==> config.mk <==
export PLATFORM = sky130hd
export DESIGN_NAME = fdiv_issue_ctrl
export DESIGN_NICKNAME = d
export VERILOG_FILES = /design/src/rtl/fdiv_issue_ctrl.sv
export SDC_FILE = /design/constraint.sdc
export NUM_CORES = 1
export LEC_CHECK = 0
export CAP_MARGIN = 30
export CORE_MARGIN = 4
export CORE_UTILIZATION = 35
export CTS_CLUSTER_DIAMETER = 80
export DETAILED_ROUTE_END_ITERATION = 7
export DONT_BUFFER_PORTS = 1
export PLACE_DENSITY_LB_ADDON = 0.1
export RECOVER_POWER = 25
export SYNTH_ARGS = -nofsm -noshare
export SYNTH_HDL_FRONTEND = slang
export SYNTH_SLANG_ARGS = --single-unit
==> constraint.sdc <==
create_clock -name clk -period 8.7 [get_ports clk]
set_input_delay 2.61 -clock clk [delete_from_list [all_inputs] [get_ports clk]]
set_output_delay 2.61 -clock clk [all_outputs]
set_load 0.02 [all_outputs]
==> src/rtl/fdiv_issue_ctrl.sv <==
// fdiv_issue_ctrl
// Issue controller in front of the iterative fdiv_newton divider. Core
// requests are queued in a small FIFO, launched one at a time with a single
// div_fdiv pulse, and each result is returned with its error code, tag and
// cycle count through a valid/ready response slot.
//
// Ports
//   clk, rst              clock (rising edge), synchronous active-high reset
//   req_*                 request channel (valid/ready, operands a/b, rm, tag)
//   div_ena, div_fdiv     divider enable and one-cycle start pulse
//   div_a, div_b, div_rm  operands of the FIFO head
//   div_busy, div_s, div_err  divider status and result
//   rsp_*                 response slot (valid/ready, result, err, tag,
//                         watchdog timeout flag, launch-to-capture cycles)
//
// Build option
//   FDIV_ISSUE_WDOG_EN    when defined, a watchdog forces a capture with a
//                         quiet NaN after WDOG_CYCLES cycles of waiting.
module fdiv_issue_ctrl #(
    parameter int DEPTH       = 2,
    parameter int TAG_W       = 4,
    parameter int WDOG_CYCLES = 64
) (
    input  logic             clk,
    input  logic             rst,
    input  logic             req_valid,
    output logic             req_ready,
    input  logic [31:0]      req_a,
    input  logic [31:0]      req_b,
    input  logic [1:0]       req_rm,
    input  logic [TAG_W-1:0] req_tag,
    output logic             div_ena,
    output logic             div_fdiv,
    output logic [31:0]      div_a,
    output logic [31:0]      div_b,
    output logic [1:0]       div_rm,
    input  logic             div_busy,
    input  logic [31:0]      div_s,
    input  logic [2:0]       div_err,
    output logic             rsp_valid,
    input  logic             rsp_ready,
    output logic [31:0]      rsp_s,
    output logic [2:0]       rsp_err,
    output logic [TAG_W-1:0] rsp_tag,
    output logic             rsp_timeout,
    output logic [7:0]       rsp_cycles
);

    localparam int PTR_W = (DEPTH > 1) ? $clog2(DEPTH) : 1;
    localparam int CNT_W = PTR_W + 1;

    typedef enum logic [2:0] {
        S_IDLE, S_LAUNCH, S_WAIT_HI, S_WAIT_LO, S_CAPTURE
    } state_t;

    typedef struct packed {
        logic [31:0]      a;
        logic [31:0]      b;
        logic [1:0]       rm;
        logic [TAG_W-1:0] tag;
    } entry_t;

    state_t             state_q, state_d;
    logic [PTR_W-1:0]   wr_ptr_q, wr_ptr_d, rd_ptr_q, rd_ptr_d;
    logic [CNT_W-1:0]   count_q, count_d;
    logic [7:0]         cyc_q, cyc_d, cyc_inc;
    logic               div_ena_q, div_fdiv_q;
    logic               rsp_valid_q, rsp_valid_d;
    logic [31:0]        rsp_s_q, rsp_s_d;
    logic [2:0]         rsp_err_q, rsp_err_d;
    logic [TAG_W-1:0]   rsp_tag_q, rsp_tag_d;
    logic               rsp_timeout_q, rsp_timeout_d;
    logic [7:0]         rsp_cycles_q, rsp_cycles_d;
    logic               forced_q, forced_d;
    logic               wdog_hit;

    entry_t             mem_q [DEPTH];
    entry_t             head;
    logic [DEPTH-1:0]   wr_en;
    logic               full, empty, push, pop, in_wait;

    assign full      = (count_q == CNT_W'(DEPTH));
    assign empty     = (count_q == '0);
    assign req_ready = !full && !rst;
    assign push      = req_valid && req_ready;
    assign pop       = (state_q == S_CAPTURE);
    assign head      = mem_q[rd_ptr_q];
    assign in_wait   = (state_q == S_WAIT_HI) || (state_q == S_WAIT_LO);
    assign cyc_inc   = (cyc_q == 8'hFF) ? cyc_q : cyc_q + 8'd1;

    // Payload storage carries no reset: the pointers decide what is valid.
    genvar gi;
    generate
        for (gi = 0; gi < DEPTH; gi++) begin : g_entry
            assign wr_en[gi] = push && (wr_ptr_q == PTR_W'(gi));
            always_ff @(posedge clk) begin
                if (wr_en[gi]) begin
                    mem_q[gi] <= '{a: req_a, b: req_b, rm: req_rm, tag: req_tag};
                end
            end
        end
    endgenerate

`ifdef FDIV_ISSUE_WDOG_EN
    localparam int WD_W = $clog2(WDOG_CYCLES + 1);
    logic [WD_W-1:0] wdog_q, wdog_d;

    // Counts cycles spent in the wait states of the current operation.
    assign wdog_d   = in_wait ? wdog_q + WD_W'(1) : '0;
    assign wdog_hit = in_wait && (wdog_q == WD_W'(WDOG_CYCLES - 1));

    always_ff @(posedge clk) begin
        if (rst) wdog_q <= '0;
        else     wdog_q <= wdog_d;
    end
`else
    logic wdog_unused;
    assign wdog_unused = (WDOG_CYCLES > 0);
    assign wdog_hit    = 1'b0;
`endif

    always_comb begin
        state_d       = state_q;
        cyc_d         = cyc_q;
        forced_d      = forced_q;
        wr_ptr_d      = wr_ptr_q;
        rd_ptr_d      = rd_ptr_q;
        count_d       = count_q;
        rsp_valid_d   = rsp_valid_q;
        rsp_s_d       = rsp_s_q;
        rsp_err_d     = rsp_err_q;
        rsp_tag_d     = rsp_tag_q;
        rsp_timeout_d = rsp_timeout_q;
        rsp_cycles_d  = rsp_cycles_q;

        case (state_q)
            S_IDLE: begin
                cyc_d    = 8'd0;
                forced_d = 1'b0;
                // div_busy low also covers a divider still draining an
                // operation abandoned by reset or by the watchdog.
                if (!empty && !div_busy && (!rsp_valid_q || rsp_ready)) begin
                    state_d = S_LAUNCH;
                end
            end
            S_LAUNCH: begin
                cyc_d   = cyc_inc;
                state_d = S_WAIT_HI;
            end
            S_WAIT_HI: begin
                cyc_d = cyc_inc;
                // Special operands finish without ever raising busy; give up
                // waiting for it after the second WAIT_HI cycle.
                if (div_busy)            state_d = S_WAIT_LO;
                else if (cyc_q >= 8'd2)  state_d = S_CAPTURE;
            end
            S_WAIT_LO: begin
                cyc_d = cyc_inc;
                if (!div_busy) state_d = S_CAPTURE;
            end
            S_CAPTURE: begin
                state_d = S_IDLE;
            end
            default: state_d = S_IDLE;
        endcase

        if (wdog_hit && (state_d != S_CAPTURE)) begin
            state_d  = S_CAPTURE;
            forced_d = 1'b1;
        end

        if (push) wr_ptr_d = wr_ptr_q + PTR_W'(1);
        if (pop)  rd_ptr_d = rd_ptr_q + PTR_W'(1);
        case ({push, pop})
            2'b10:   count_d = count_q + CNT_W'(1);
            2'b01:   count_d = count_q - CNT_W'(1);
            default: count_d = count_q;
        endcase

        if (rsp_valid_q && rsp_ready) rsp_valid_d = 1'b0;
        // A capture in the same cycle as a handshake overwrites the slot.
        if (state_q == S_CAPTURE) begin
            rsp_valid_d   = 1'b1;
            rsp_s_d       = forced_q ? 32'h7FC0_0000 : div_s;
            rsp_err_d     = div_err;
            rsp_tag_d     = head.tag;
            rsp_timeout_d = forced_q;
            rsp_cycles_d  = cyc_q;
        end
    end

    always_ff @(posedge clk) begin
        if (rst) begin
            state_q       <= S_IDLE;
            cyc_q         <= 8'd0;
            forced_q      <= 1'b0;
            wr_ptr_q      <= '0;
            rd_ptr_q      <= '0;
            count_q       <= '0;
            div_ena_q     <= 1'b0;
            div_fdiv_q    <= 1'b0;
            rsp_valid_q   <= 1'b0;
            rsp_s_q       <= 32'd0;
            rsp_err_q     <= 3'd0;
            rsp_tag_q     <= '0;
            rsp_timeout_q <= 1'b0;
            rsp_cycles_q  <= 8'd0;
        end else begin
            state_q       <= state_d;
            cyc_q         <= cyc_d;
            forced_q      <= forced_d;
            wr_ptr_q      <= wr_ptr_d;
            rd_ptr_q      <= rd_ptr_d;
            count_q       <= count_d;
            div_ena_q     <= (state_d != S_IDLE);
            div_fdiv_q    <= (state_d == S_LAUNCH);
            rsp_valid_q   <= rsp_valid_d;
            rsp_s_q       <= rsp_s_d;
            rsp_err_q     <= rsp_err_d;
            rsp_tag_q     <= rsp_tag_d;
            rsp_timeout_q <= rsp_timeout_d;
            rsp_cycles_q  <= rsp_cycles_d;
        end
    end

    assign div_ena     = div_ena_q;
    assign div_fdiv    = div_fdiv_q;
    // The head is only popped in CAPTURE, so operands hold through the op.
    assign div_a       = empty ? 32'd0 : head.a;
    assign div_b       = empty ? 32'd0 : head.b;
    assign div_rm      = empty ? 2'd0  : head.rm;
    assign rsp_valid   = rsp_valid_q;
    assign rsp_s       = rsp_s_q;
    assign rsp_err     = rsp_err_q;
    assign rsp_tag     = rsp_tag_q;
    assign rsp_timeout = rsp_timeout_q;
    assign rsp_cycles  = rsp_cycles_q;

endmodule
==> impl_metrics.csv <==
group,metric,value,unit
setup_path,worstSetupStartpointType,"input port",
placed_design,dp_slack,3.02,ns
cells_and_area,fill_cells,2082,
setup_path,crit_arrival,3.07,ns
power_and_ir_drop,swShare,21.8,%
power_and_ir_drop,pwr-share-comb,4.6,%
synth,netlist_area,7720,µm²
synth,synthTopCellsByArea,"edfxtp_1 54%, dfxtp_1 17%, mux2i_1 9.1%",
clock_network,clkSlewWorstSetupHoldPaths,0.06,ns
clock_network,post_cts_buffers,0,
setup_path,timing.rr.start,"state_q[2]",
sta,rsz0062_at_grt,"no",
clock_network,clockBufferDepth,3,
setup_path,cp_max_fo,56,
floorplan,initial_utilization,35.5,%
synth,syn_inst,594,
sta,setup_ws,3.02,ns
drt,viasPerCell,4.93,
sta,report.final.setup_viol,0,
sta,finalMaxSlewViolations,0,
global_route,overflow,0,
synth,synth_nets,707,
sta,fin_tns_setup,0,ns
drt,drt-initial-drc-count,318,
power_and_ir_drop,p_sw,0.000449,W
synth,syn_avg_cell_area,13.0,µm²
clock_network,htree_levels,1,
global_route,grt_use_total,12.6,%
setup_path,end_kind,"output port",
drt,ant_nets,0,
floorplan,design.die.area,24500,µm²
power_and_ir_drop,seqPwrFrac,52.8,%
drt,route.vias.total,4379,
setup_path,path_buf_inv,1,
placed_design,io_buffers,0,
global_route,antenna_found_initial,0,
power_and_ir_drop,pwr_density_cell,236,nW/µm²
drt,first_pass_iters,4,
clock_network,ctsResizeCount,0,
global_route,grt_start_max_net_pins,68,
floorplan,die_y,157,µm
synth,ys_types,43,
setup_path,path_cells,"inv_1 -> o21a_1",
sta,hold_violations,0,
sta,skew,0.00869,ns
clock_network,postCtsHoldBufs,0,
global_route,grt_pass1_vias,4421,
setup_path,crit_type,"in -> out",
status,outcome,"finished, final reports clean",
power_and_ir_drop,clock_power_share,42.6,%
floorplan,dieWidth,157,µm
setup_path,crit_start,"rst",
job,drv_cap,0,
floorplan,io_pins,228,
synth,yosysTopAreaCellShare,54.4,%
min_path,hold_path.class,"reg -> reg",
sta,holdWs,0.513,ns
sta,max-slew-margin-rel,42.8,%
setup_path,cpMaxStageDelayCell,"o21a_1",
setup_path,crit_family,"compound AO/OA/AOI/OAI gates",
placed_design,dp_hpwl,10600,µm
clock_network,cts_tree,"yes",
synth,yosysSeqAreaShare,71.5,%
sta,fmax,0.176,GHz
global_route,grt_pass1_wl,24600,µm
drt,drt_wl_total,16200,µm
synth,yosysWarningCount,0,
setup_path,critPathRequiredTime,6.09,ns
power_and_ir_drop,power.total,0.00206,W
min_path,worst_hold_startpoint,"rd_ptr_q",
cells_and_area,drive_above_1_share,8.37,%
floorplan,row_count,54,
floorplan,core,21800,µm²
cells_and_area,area_growth,12.9,%
cells_and_area,fin_nets,706,
synth,synth_area_leader_cell,"edfxtp_1",
setup_path,slowest_delay,0.31,ns
sta,fin_crit,5.68,ns
clock_network,clk_latency,0.50,ns
drt,drc_errors,0,
power_and_ir_drop,p_leak,2.70,nW
drt,wl_per_cell,18.3,µm
cells_and_area,diodes,0,
placed_design,place_congestion,0.777,
clock_network,cts.sinks,206,
sta,finalCritPeriodShare,65.3,%
sta,tightest_slew,0.858,ns
power_and_ir_drop,cell_internal_pwr,0.00161,W
clock_network,cts-root-buf,"clkbuf_16",
clock_network,cts_buffers,23,
power_and_ir_drop,ir_drop,0.000154,V
synth,ys_ff_latch,206,
-- path summary, 6_finish.rpt --
kind           endpoint  slack, ns  cells past startpoint
max           req_ready       3.02                      2
min reg2reg    rd_ptr_q       0.51                      2
min            rd_ptr_q       0.51                      2
max reg2reg  count_q[1]       6.14                      6
-- power groups by stage --
| stage | sequential [W] | clock, W | combinational (W) |
|---|---|---|---|
| 2_1_floorplan | 0.00111 | 0 | 0.0000770 |
| 3_5_place_dp | 0.00111 | 0 | 0.0000978 |
| 5_1_grt | 0.00109 | 0.000952 | 0.000103 |
| 3_3_place_gp | 0.00111 | 0 | 0.0000948 |
| 6_report | 0.00109 | 0.000875 | 0.0000941 |
| 4_1_cts | 0.00109 | 0.000912 | 0.0000979 |
-- through the flow --
step	cell area (µm²)	utilization, %	std cells
after floorplan	7720	-	594
after global placement	7980	36.7	846
after detailed placement	8040	36.9	848
after CTS	8720	40.1	889
after global routing	8720	40.1	889
final	8720	40.1	889
-- cells in the mapped netlist (all sizes together) --
master	number
clkbuf	11
nor4b	1
ha	3
a21oi	47
o211ai	4
and2b	1
edfxtp	140
and2	1
and4b	1
o41ai	1
nor3	4
mux2i	70
o21a	2
o32ai	1
a211oi	4
nand4	2
or2	1
a31oi	1
o31ai	2
nor4	1
o21ai	5
nand2	94
conb	1
a311o	1
nor2b	1
buf	22
dfxtp	66
nand3	1
xor2	2
inv	8
nor2	87
or3	3
a311oi	1
xnor2	4
-- layer usage --
layer	vias to the layer above	global-route usage [%]	share of wire, %
li1	2089	-	-
met5	-	0	0
met4	0	4.21	3.0
met1	2055	13.8	35
met3	31	6.75	14
met2	204	21.0	48
-- placed cells by master, fill, tap and decap left out, types with 2 or more instances in the layout --
cell / count
o21ai_0: 4
buf_4: 5
o211ai_1: 3
nor2_4: 3
dfxtp_1: 65
ha_1: 3
nor2_1: 83
nand4_1: 2
clkbuf_16: 24
xor2_1: 2
xnor2_1: 4
inv_1: 7
mux2i_1: 70
buf_16: 2
clkinv_1: 4
nand2_1: 93
nor3_1: 4
clkbuf_1: 6
o21a_1: 2
a211oi_1: 4
clkinv_2: 5
edfxtp_1: 140
a21oi_1: 47
or3_1: 3
-- cell type report --
class	count	area (µm²)	area share, %
clock buffer	31	637	7.30
sequential	206	5530	63.4
multi-input combinational	347	2030	23.3
inverter	8	30.0	0.344
timing repair buffer	7	92.6	1.06
clock inverter	10	48.8	0.560
tap	280	350	4.02
-- state kept, by name, summed over array words and instances, names as in the netlist, 2 cells and up, named ones only --
signal      flops
rsp_cycles      8
mem_q         140
rsp_err         3
rsp_tag         4
cyc_q           8
state_q         3
rsp_s          32
count_q         2
-- kinds of logic (layout without fill, tap and decap cells) --
family          Yosys count  in the layout  share of synthesized area (%)
flops                   206            206                           71.5
simple gates            198            198                           10.5
mux                      70             70                           9.07
compound gates           69             69                           5.23
buf+inv                  41             56                           2.41
xor+xnor                  6              6                          0.680
fa+ha+maj                 3              3                          0.486
other cells               1              1                         0.0486
No activity file was read; power rests on OpenSTA's default activity.
